===== src/rtl/alu_pkg.sv =====
// alu_pkg: opcode and FSM state types shared by alu_iter, its interface and bench.
package alu_pkg;

  typedef enum logic [2:0] {
    ADD_OP = 3'd0,
    SUB_OP = 3'd1,
    AND_OP = 3'd2,
    OR_OP  = 3'd3,
    XOR_OP = 3'd4,
    MUL_OP = 3'd5
  } alu_op_e;

  // IDLE: nothing held; BUSY: multiplier iterating; DONE: result held on the output port
  typedef enum logic [1:0] {
    IDLE = 2'd0,
    BUSY = 2'd1,
    DONE = 2'd2
  } alu_state_e;

endpackage


===== src/rtl/alu_iter_if.sv =====
// alu_iter_if: operation input port and result output port of alu_iter.
// Handshake: a transfer happens on a rising clk edge where valid && ready are both
// high; the sender holds its payload stable while valid is high and ready is low.
interface alu_iter_if #(
  parameter int WIDTH = 8
);
  import alu_pkg::*;

  logic             in_valid;
  logic             in_ready;
  alu_op_e          in_op;
  logic [WIDTH-1:0] in_a;
  logic [WIDTH-1:0] in_b;
  logic             in_cin;

  logic             out_valid;
  logic             out_ready;
  logic [WIDTH-1:0] out_result;
  logic [WIDTH-1:0] out_result_hi;
  logic             out_carry;
  logic             out_zero;
  logic             out_err;

  modport slave (
    input  in_valid, in_op, in_a, in_b, in_cin, out_ready,
    output in_ready, out_valid, out_result, out_result_hi, out_carry, out_zero, out_err
  );

  modport master (
    output in_valid, in_op, in_a, in_b, in_cin, out_ready,
    input  in_ready, out_valid, out_result, out_result_hi, out_carry, out_zero, out_err
  );

endinterface


===== src/rtl/alu_iter_mul.sv =====
// alu_mul_iter: unsigned shift-add multiplier, one partial product per cycle.
// Only present when ALU_ITER_MUL_EN is defined.
`ifdef ALU_ITER_MUL_EN
module alu_mul_iter #(
  parameter int WIDTH = 8
) (
  input  logic               i_clk,
  input  logic               i_rst,
  input  logic               i_start,
  input  logic [WIDTH-1:0]   i_a,
  input  logic [WIDTH-1:0]   i_b,
  output logic               o_busy,
  output logic               o_done,
  output logic [2*WIDTH-1:0] o_prod
);
  localparam int CW = (WIDTH > 1) ? $clog2(WIDTH) : 1;

  logic               r_busy;
  logic [CW-1:0]      r_cnt;
  logic [2*WIDTH-1:0] r_acc;
  logic [2*WIDTH-1:0] r_mcand;
  logic [WIDTH-1:0]   r_mplier;
  logic [2*WIDTH-1:0] w_acc_next;

  // Accumulator after the current step; on the last step this is the full product.
  assign w_acc_next = r_mplier[0] ? (r_acc + r_mcand) : r_acc;
  assign o_done     = r_busy && (r_cnt == CW'(WIDTH - 1));
  assign o_busy     = r_busy;
  assign o_prod     = w_acc_next;

  // Load operands on start, then add-and-shift once per cycle for WIDTH cycles.
  always_ff @(posedge i_clk) begin
    if (i_rst) begin
      r_busy   <= 1'b0;
      r_cnt    <= '0;
      r_acc    <= '0;
      r_mcand  <= '0;
      r_mplier <= '0;
    end else if (i_start) begin
      r_busy   <= 1'b1;
      r_cnt    <= '0;
      r_acc    <= '0;
      r_mcand  <= {{WIDTH{1'b0}}, i_a};
      r_mplier <= i_b;
    end else if (r_busy) begin
      r_acc    <= w_acc_next;
      r_mcand  <= r_mcand << 1;
      r_mplier <= r_mplier >> 1;
      if (o_done) begin
        r_busy <= 1'b0;
        r_cnt  <= '0;
      end else begin
        r_cnt <= r_cnt + 1'b1;
      end
    end
  end

endmodule
`endif


===== src/rtl/alu_iter.sv =====
// alu_iter: handshaked ALU with a registered result/flags stage.
// Build option: define ALU_ITER_MUL_EN to make MUL legal and include the iterative
// multiplier; without it MUL reports out_err like any other unused opcode.
module alu_iter
  import alu_pkg::*;
#(
  parameter int WIDTH = 8
) (
  input  logic        clk,
  input  logic        rst,
  alu_iter_if.slave   bus,
  output alu_state_e  o_state
);

  alu_state_e r_state;
  alu_state_e w_next_state;

  logic [WIDTH-1:0] r_result;
  logic [WIDTH-1:0] r_result_hi;
  logic             r_carry;
  logic             r_zero;
  logic             r_err;

  logic             w_in_ready;
  logic             w_out_valid;
  logic             w_accept;
  logic             w_is_mul;

  logic [WIDTH:0]   w_sum;
  logic [WIDTH:0]   w_diff;
  logic [WIDTH-1:0] w_res;
  logic             w_carry;
  logic             w_err;
  logic             w_zero;

  logic               w_mul_busy;
  logic               w_mul_done;
  logic [2*WIDTH-1:0] w_mul_prod;

  assign w_accept = bus.in_valid && w_in_ready;

`ifdef ALU_ITER_MUL_EN
  assign w_is_mul = (bus.in_op == MUL_OP);

  alu_mul_iter #(.WIDTH(WIDTH)) u_mul (
    .i_clk   (clk),
    .i_rst   (rst),
    .i_start (w_accept && w_is_mul),
    .i_a     (bus.in_a),
    .i_b     (bus.in_b),
    .o_busy  (w_mul_busy),
    .o_done  (w_mul_done),
    .o_prod  (w_mul_prod)
  );
`else
  assign w_is_mul   = 1'b0;
  assign w_mul_busy = 1'b0;
  assign w_mul_done = 1'b0;
  assign w_mul_prod = '0;
`endif

  // Single-cycle datapath; SUB borrow is the top bit of the (WIDTH+1)-bit difference.
  assign w_sum  = {1'b0, bus.in_a} + {1'b0, bus.in_b} + {{WIDTH{1'b0}}, bus.in_cin};
  assign w_diff = {1'b0, bus.in_a} - {1'b0, bus.in_b} - {{WIDTH{1'b0}}, bus.in_cin};

  // Opcode decode for non-MUL results; unused encodings raise err with all else 0.
  always_comb begin
    w_res   = '0;
    w_carry = 1'b0;
    w_err   = 1'b0;
    case (bus.in_op)
      ADD_OP: {w_carry, w_res} = w_sum;
      SUB_OP: {w_carry, w_res} = w_diff;
      AND_OP: w_res = bus.in_a & bus.in_b;
      OR_OP:  w_res = bus.in_a | bus.in_b;
      XOR_OP: w_res = bus.in_a ^ bus.in_b;
      default: w_err = 1'b1;
    endcase
    w_zero = !w_err && (w_res == '0);
  end

  // State register.
  always_ff @(posedge clk) begin
    if (rst) r_state <= IDLE;
    else     r_state <= w_next_state;
  end

  // Next-state logic; DONE retires and can accept a new op on the same edge.
  always_comb begin
    w_next_state = r_state;
    case (r_state)
      IDLE: if (w_accept) w_next_state = w_is_mul ? BUSY : DONE;
      BUSY: begin
        if (w_mul_done)      w_next_state = DONE;
        else if (!w_mul_busy) w_next_state = IDLE;
      end
      DONE: begin
        if (bus.out_ready) begin
          if (w_accept) w_next_state = w_is_mul ? BUSY : DONE;
          else          w_next_state = IDLE;
        end
      end
      default: w_next_state = IDLE;
    endcase
  end

  // Handshake outputs; in_ready looks through to out_ready while a result is held.
  always_comb begin
    w_in_ready  = 1'b0;
    w_out_valid = 1'b0;
    case (r_state)
      IDLE: w_in_ready = 1'b1;
      DONE: begin
        w_out_valid = 1'b1;
        w_in_ready  = bus.out_ready;
      end
      default: ;
    endcase
  end

  // Result/flag registers: load on an accepted single-cycle op or on multiplier completion.
  always_ff @(posedge clk) begin
    if (rst) begin
      r_result    <= '0;
      r_result_hi <= '0;
      r_carry     <= 1'b0;
      r_zero      <= 1'b0;
      r_err       <= 1'b0;
    end else if (w_accept && !w_is_mul) begin
      r_result    <= w_res;
      r_result_hi <= '0;
      r_carry     <= w_carry;
      r_zero      <= w_zero;
      r_err       <= w_err;
    end else if (w_mul_done) begin
      r_result    <= w_mul_prod[WIDTH-1:0];
      r_result_hi <= w_mul_prod[2*WIDTH-1:WIDTH];
      r_carry     <= 1'b0;
      r_zero      <= (w_mul_prod == '0);
      r_err       <= 1'b0;
    end
  end

  assign bus.in_ready   = w_in_ready;
  assign bus.out_valid  = w_out_valid;
  assign bus.out_result = r_result;
`ifdef ALU_ITER_MUL_EN
  assign bus.out_result_hi = r_result_hi;
`else
  assign bus.out_result_hi = '0;
`endif
  assign bus.out_carry  = r_carry;
  assign bus.out_zero   = r_zero;
  assign bus.out_err    = r_err;
  assign o_state        = r_state;

endmodule


===== src/flat_wrapper.sv =====
// flat-port wrapper written by rule: the top's interface ports become plain ports
module alu_iter_flat import alu_pkg::*;
#(
  parameter int WIDTH = 8
)
  (clk, rst, o_state, bus_in_valid, bus_in_op, bus_in_a, bus_in_b, bus_in_cin, bus_out_ready, bus_in_ready, bus_out_valid, bus_out_result, bus_out_result_hi, bus_out_carry, bus_out_zero, bus_out_err);
  alu_iter_if #(.WIDTH(WIDTH)) bus_i ();
  input  logic clk;
  input  logic rst;
  output alu_state_e o_state;
  input wire logic [$bits(bus_i.in_valid)-1:0] bus_in_valid;
  input wire logic [$bits(bus_i.in_op)-1:0] bus_in_op;
  input wire logic [$bits(bus_i.in_a)-1:0] bus_in_a;
  input wire logic [$bits(bus_i.in_b)-1:0] bus_in_b;
  input wire logic [$bits(bus_i.in_cin)-1:0] bus_in_cin;
  input wire logic [$bits(bus_i.out_ready)-1:0] bus_out_ready;
  output wire logic [$bits(bus_i.in_ready)-1:0] bus_in_ready;
  output wire logic [$bits(bus_i.out_valid)-1:0] bus_out_valid;
  output wire logic [$bits(bus_i.out_result)-1:0] bus_out_result;
  output wire logic [$bits(bus_i.out_result_hi)-1:0] bus_out_result_hi;
  output wire logic [$bits(bus_i.out_carry)-1:0] bus_out_carry;
  output wire logic [$bits(bus_i.out_zero)-1:0] bus_out_zero;
  output wire logic [$bits(bus_i.out_err)-1:0] bus_out_err;
  assign bus_i.in_valid = bus_in_valid;
  assign bus_i.in_op = bus_in_op;
  assign bus_i.in_a = bus_in_a;
  assign bus_i.in_b = bus_in_b;
  assign bus_i.in_cin = bus_in_cin;
  assign bus_i.out_ready = bus_out_ready;
  assign bus_in_ready = bus_i.in_ready;
  assign bus_out_valid = bus_i.out_valid;
  assign bus_out_result = bus_i.out_result;
  assign bus_out_result_hi = bus_i.out_result_hi;
  assign bus_out_carry = bus_i.out_carry;
  assign bus_out_zero = bus_i.out_zero;
  assign bus_out_err = bus_i.out_err;
  alu_iter #(.WIDTH(WIDTH)) u_core (.clk(clk), .rst(rst), .bus(bus_i), .o_state(o_state));
endmodule

===== config.mk =====
export PLATFORM = sky130hd
export DESIGN_NAME = alu_iter_flat
export DESIGN_NICKNAME = d
export VERILOG_FILES = /design/src/rtl/alu_pkg.sv /design/src/rtl/alu_iter_if.sv /design/src/rtl/alu_iter_mul.sv /design/src/rtl/alu_iter.sv /design/src/flat_wrapper.sv
export SDC_FILE = /design/constraint.sdc
export NUM_CORES = 1
export LEC_CHECK = 0
export ABC_AREA = 1
export BUFFER_PORTS_ARGS = -buffer_cell sky130_fd_sc_hd__buf_2
export CAP_MARGIN = 10
export CORE_MARGIN = 2
export CORE_UTILIZATION = 59
export CTS_CLUSTER_DIAMETER = 30
export CTS_CLUSTER_SIZE = 28
export DETAILED_ROUTE_END_ITERATION = 8
export GPL_TIMING_DRIVEN = 1
export HOLD_SLACK_MARGIN = 0.08
export PLACE_DENSITY_LB_ADDON = 0.08
export SYNTH_ARGS = -nofsm -noshare
export SYNTH_HDL_FRONTEND = slang
export SYNTH_HIERARCHICAL = 1
export SYNTH_SLANG_ARGS = --single-unit

===== constraint.sdc =====
create_clock -name clk -period 3.2 [get_ports clk]
set_clock_uncertainty 0.1 [all_clocks]
set_input_delay 0.32 -clock clk [delete_from_list [all_inputs] [get_ports clk]]
set_output_delay 0.32 -clock clk [all_outputs]
set_load 0.005 [all_outputs]

Word level (Yosys, flattened, before mapping)
Index checks and enable logic that the tools add are counted.
{"block": "word_totals", "regBits": 13, "inputBits": 24, "output_inout_bits": 23, "word_cells": 35}
{"block": "classes", "addsub": 4, "eq_ne": 7, "mux": 9, "bitwise": 3, "reduce_logical": 7}
{"op": "8-bit case mux with 5 select lines", "n": 1}
{"op": "8-bit by 8-bit adder with 9-bit output", "n": 1}
{"op": "9-bit by 1-bit adder with 9-bit output", "n": 1}
{"op": "8-bit by 8-bit subtractor with 9-bit output", "n": 1}
{"op": "9-bit by 1-bit subtractor with 9-bit output", "n": 1}
{"op": "8-bit AND", "n": 1}
{"op": "8-bit zero test", "n": 1}
{"op": "8-bit OR", "n": 1}
{"op": "8-bit bitwise XOR", "n": 1}
{"op": "3-bit by 2-bit equality test with 1-bit output, second input constant", "n": 2}
{"op": "2-bit 2-to-1 mux", "n": 3}
{"op": "5-bit OR reduction", "n": 1}
{"op": "1-bit case mux with 2 select lines", "n": 2}
{"op": "2-bit case mux with 2 select lines", "n": 1}
{"op": "3-bit by 1-bit equality test with 1-bit output, second input constant", "n": 1}
{"op": "3-bit equality test, second input constant", "n": 1}
{"op": "3-bit zero test", "n": 1}
{"op": "2-bit equality test, second input constant", "n": 1}
{"op": "1-bit logical AND", "n": 2}
{"op": "2-bit zero test", "n": 1}
{"op": "1-bit 2-to-1 mux", "n": 2}
{"op": "2-bit by 1-bit != test with 1-bit output, second input constant", "n": 1}
{"op": "2-bit != test, second input constant", "n": 1}
{"op": "2-bit AND reduction", "n": 1}

Logic depth before layout (Yosys ltp)
{"block": "logic_depth", "ltp_word": 6, "depth_mapped": 15, "depth_no_buf": 15}

Least setup slack after synthesis
OpenSTA, ideal clock, no wires.
{"block": "synth_timing", "path_type": "input to register", "startpoint": "input bus_in_a[0]", "endpoint": "register u_core.r_zero, in the netlist u_core/bus.out_zero", "arrival_ps": 2002, "t_required_ps": 3034, "path_slack_ps": 1032, "cell_stages": 12, "n_path_buf": 0, "cell_sequence": "fa_1 inv_1 ha_1 o21ai_0 nand2_1 nor2_1 nor2_4 nor2_2 nand3_2 nor2_2 nand3_1 a21oi_2"}
{"block": "synth_between", "elab_chain_cells": 5, "word_cells_on_any_way": 10, "cone_classes": "add/sub: 4; mux: 1; bitwise: 3; reduce/logical: 2"}
{"element": "from (decl)", "line": "flat_wrapper.sv:13", "source": "input wire logic [$bits(bus_i.in_a)-1:0] bus_in_a;"}
{"element": "8-bit by 8-bit subtractor with 9-bit output / 8-bit by 8-bit adder with 9-bit output (equally long branches)", "line": "alu_iter.sv:64, alu_iter.sv:63"}
{"element": "9-bit by 1-bit subtractor with 9-bit output / 9-bit by 1-bit adder with 9-bit output (equally long branches)", "line": "alu_iter.sv:64, alu_iter.sv:63"}
{"element": "8-bit case mux with 5 select lines (*)", "line": "alu_iter.sv:71", "source": "case (bus.in_op)"}
{"element": "8-bit zero test (*)", "line": "alu_iter.sv:79", "source": "w_zero = !w_err && (w_res == '0);"}
{"element": "1-bit logical AND (*)", "line": "alu_iter.sv:79"}
{"element": "to (signal assigned)", "line": "alu_iter.sv:133", "source": "r_zero <= w_zero;"}
{"element": "to (signal assigned)", "line": "alu_iter.sv:139", "source": "r_zero <= (w_mul_prod == '0);"}
{"element": "to (decl)", "line": "alu_iter.sv:21", "source": "logic r_zero;"}
Mark *: on every way between the ends. The rest lies on a longest branch, timed or not.
A chain may end at the register's enable or synchronous reset.

Worst setup path after layout
{"block": "layout_timing", "startpoint": "input bus_in_b[0]", "endpoint": "register u_core.r_zero, in the netlist u_core/bus.out_zero"}
{"block": "layout_between", "elab_chain_cells": 5, "word_cells_on_any_way": 10, "cone_classes": "add/sub: 4; mux: 1; bitwise: 3; reduce/logical: 2"}
{"element": "from (decl)", "line": "flat_wrapper.sv:14", "source": "input wire logic [$bits(bus_i.in_b)-1:0] bus_in_b;"}
{"element": "8-bit by 8-bit subtractor with 9-bit output / 8-bit by 8-bit adder with 9-bit output (equally long branches)", "line": "alu_iter.sv:64, alu_iter.sv:63"}
{"element": "9-bit by 1-bit subtractor with 9-bit output / 9-bit by 1-bit adder with 9-bit output (equally long branches)", "line": "alu_iter.sv:64, alu_iter.sv:63"}
{"element": "8-bit case mux with 5 select lines (*)", "line": "alu_iter.sv:71"}
{"element": "8-bit zero test (*)", "line": "alu_iter.sv:79"}
{"element": "1-bit logical AND (*)", "line": "alu_iter.sv:79"}
Marked as above.

==> out/metrics.csv <==
stage,metric,value,unit
status,status,completed,
grt,grt_max_degree,16,
synth,synth_cell_types,32,
clock_tree,cts.sink_count,12,
grt,grt_pass1_wl,6.879,mm
layout,nNetsFinal,400,
clock_tree,post_cts_resized,0,
critical_path,regToRegSetupSlack,1.72,ns
clock_tree,cts_tree,built,
critical_path,path_class,in -> reg,
route,drt_first_iter_violations,106,
critical_path,cp_slowest_stage_delay,0.44,ns
power_and_ir_drop,power_density,270.1,mW/mm^2
critical_path,end_kind,flip-flop,
clock_tree,hold_buffers,0,
sta,maxSlewViolCount,0,
place,port_buffers,37,
critical_path,cpMaxStageDelayCell,fa_1,
clock_tree,cts_setup_buffers,0,
critical_path,crit_family,adder cells,
hold_path,hp-class,in -> reg,
route,firstDrtPassIters,4,
run,drv_cap,0,
place,place_congestion,0.8803,
floorplan,fp-row-count,20,
layout,syn_to_final_growth,10.88,%
critical_path,cp-startpoint,bus_in_b[0],
critical_path,arrival,2.30,ns
grt,gr-usage-all-layers,0.2377,
clock_tree,clock_latency,0.28,ns
floorplan,start_util,0.6262,
floorplan,fp.dieW,61.39,microns
floorplan,ios,47,
clock_tree,htree_levels,1,
sta,setup_viol,0,
route,ant_nets,0,
route,vias,1889,
place,dp.final_hpwl,3.495,mm
grt,gr-total-overflow,0,
critical_path,worstReg2RegStart,u_core/o_state[1]$_SDFFE_PP0P_,
route,vias_per_cell,4.906,
synth,synth_seq_cells,12,
sta,fmax,0.4601,GHz
grt,grt_pass1_vias,1687,
hold_path,hold_start,rst,
critical_path,cp-start-kind,input pin,
power_and_ir_drop,peakVddDrop,0.1027,mV
place,post_dp_cell_area,0.002118,sq mm
layout,num_antenna_cells,0,
sta,rsz0062_at_grt,no,
grt,antenna_found_initial,0,
critical_path,required,3.33,ns
synth,synth_cells,305,
layout,layout-drive-gt1-share,0.2082,
critical_path,crit_fanout,3,
clock_tree,root_buffer,clkbuf_4,
synth,yosys_warnings,6,
power_and_ir_drop,p_total,582.0,uW
clock_tree,numCtsBuffers,3,
power_and_ir_drop,leakage,1.275,nW
route,routed_wl,4.134,mm
floorplan,dieArea,0.003769,sq mm
sta,fin_setup_tns,0,ns
sta,min_period_over_period,0.6792,
synth,yosysSeqAreaShare,0.1236,
critical_path,path_cells,buf_2 > inv_1 > fa_1 > fa_1 > nand3_1 > nand2_1 > a21oi_1 > nand2_1 > nand3_1 > nand2_1 > nor2_2 > nand3_1 > a21oi_2,
sta,min_period,2.173,ns
layout,fin_area,0.002155,sq mm
synth,avgSynthCellArea,6.371,sq um
critical_path,cp_num_buf_inv,2,
floorplan,die-height,61.39,microns
route,post-route-drc-count,0,
clock_tree,path_clk_slew,0.07,ns
clock_tree,cts_max_path_buffers,2,
sta,hold_viol,0,
route,wl_per_cell,10.74,microns
floorplan,coreArea,0.003103,sq mm
synth,netlist_area,0.001943,sq mm
[state kept, by name (all words and copies together) (netlist names)]
| name | flops |
|---|---|
| u_core/o_state | 1 |
| u_core/bus.out_err | 1 |
| u_core/bus.out_result | 8 |
| u_core/bus.out_carry | 1 |
| u_core/bus.out_zero | 1 |
[final timing paths]
path	to	cells past startpoint
worst max-delay path	u_core/bus.out_zero$_SDFFE_PP0P_	13
worst min-delay path	u_core/bus.out_zero$_SDFFE_PP0P_	2
worst max register to register	u_core/bus.out_zero$_SDFFE_PP0P_	9
worst min register to register	u_core/bus.out_result[2]$_SDFFE_PP0P_	2
[area by class of cell]
class	instances	area, sq um
clock buffers	4	36.28
fillers	323	948.4
repair buffers	37	185.2
inverters	61	229.0
multi-input cells	227	1409
flip-flops and latches	12	240.2
well taps	44	55.05
[cells in the final DEF, fill, tap and decap left out, types with 2 or more instances in the layout]
cell / netlist / routed
inv_1: 56 / 56
o211ai_1: 2 / 2
nand3_1: 21 / 21
nand4_1: 3 / 3
nand2_2: 4 / 4
fa_1: 4 / 4
nor2_1: 20 / 20
a21oi_1: 22 / 22
nand2_4: 2 / 2
nand3_2: 5 / 5
o2bb2ai_1: 3 / 3
buf_2: 1 / 37
o21ai_1: 3 / 3
nand2_1: 67 / 67
clkbuf_4: 0 / 3
conb_1: 1 / 9
dfxtp_1: 12 / 12
o21ai_0: 12 / 12
nor2_4: 2 / 2
nor2_2: 10 / 10
ha_1: 30 / 30
inv_2: 5 / 5
[report_power, final]
group,internal (mW),total (mW),leakage (nW),switching (mW)
sequential,0.160,0.165,0.0989,0.00477
combinational,0.110,0.295,1.16,0.186
clock,0.0694,0.122,0.0210,0.0526
total,0.339,0.582,1.28,0.243
[per-layer routing]
metal / global-route usage / vias to the layer above / wire length, microns
met1: 0.3118 / 829 / 2029
met3: 0.02521 / 6 / 193
li1: - / 1009 / -
met5: 0 / - / 0
met2: 0.4149 / 45 / 1872
met4: 0.06383 / 0 / 38
[worst reg2reg max path, cell delays in order (launching register included)]
cell and delay (ns):
dfxtp_1 0.32, nand2_1 0.14, nand2_4 0.10, a21oi_1 0.21, nand2_1 0.10, nor2_2 0.12
nand3_2 0.07, nor2_2 0.08, nand3_1 0.08, a21oi_2 0.11
[cells in the mapped netlist, drive strengths merged]
cell,count,share of area
nand2,73,0.15
inv,61,0.12
nor2,32,0.082
ha,30,0.19
nand3,26,0.080
a21oi,23,0.061
o21ai,15,0.039
buf,12,0.047
dfxtp,12,0.12
fa,4,0.041
nand4,3,0.0097
o2bb2ai,3,0.014
o211ai,2,0.0077
a31oi,1,0.0032
and2,1,0.0032
clkbuf,1,0.0019
conb,1,0.0019
nand3b,1,0.0039
nor3,1,0.0052
nor4,1,0.0032
o21a,1,0.0039
o21bai,1,0.0039
[metrics by stage]
step,setup WS (ns),instances,hold WS [ns],util
finish,1.027,385,0.1476,0.6944
global route,0.8049,385,0.1500,0.6944
CTS,1.032,385,0.1426,0.6944
detailed placement,0.7375,381,0.3514,0.6827
global placement,0.7817,381,0.3512,0.6827
floorplan,1.032,313,0.2824,-
[kinds of logic after synthesis]
kind of cell	share of synthesized area
compound gates	0.1320
fa+ha+maj	0.2344
buf+inv	0.1668
flops	0.1236
other cells	0.001930
simple gates	0.3413
Power figures use the tool's default switching activity.
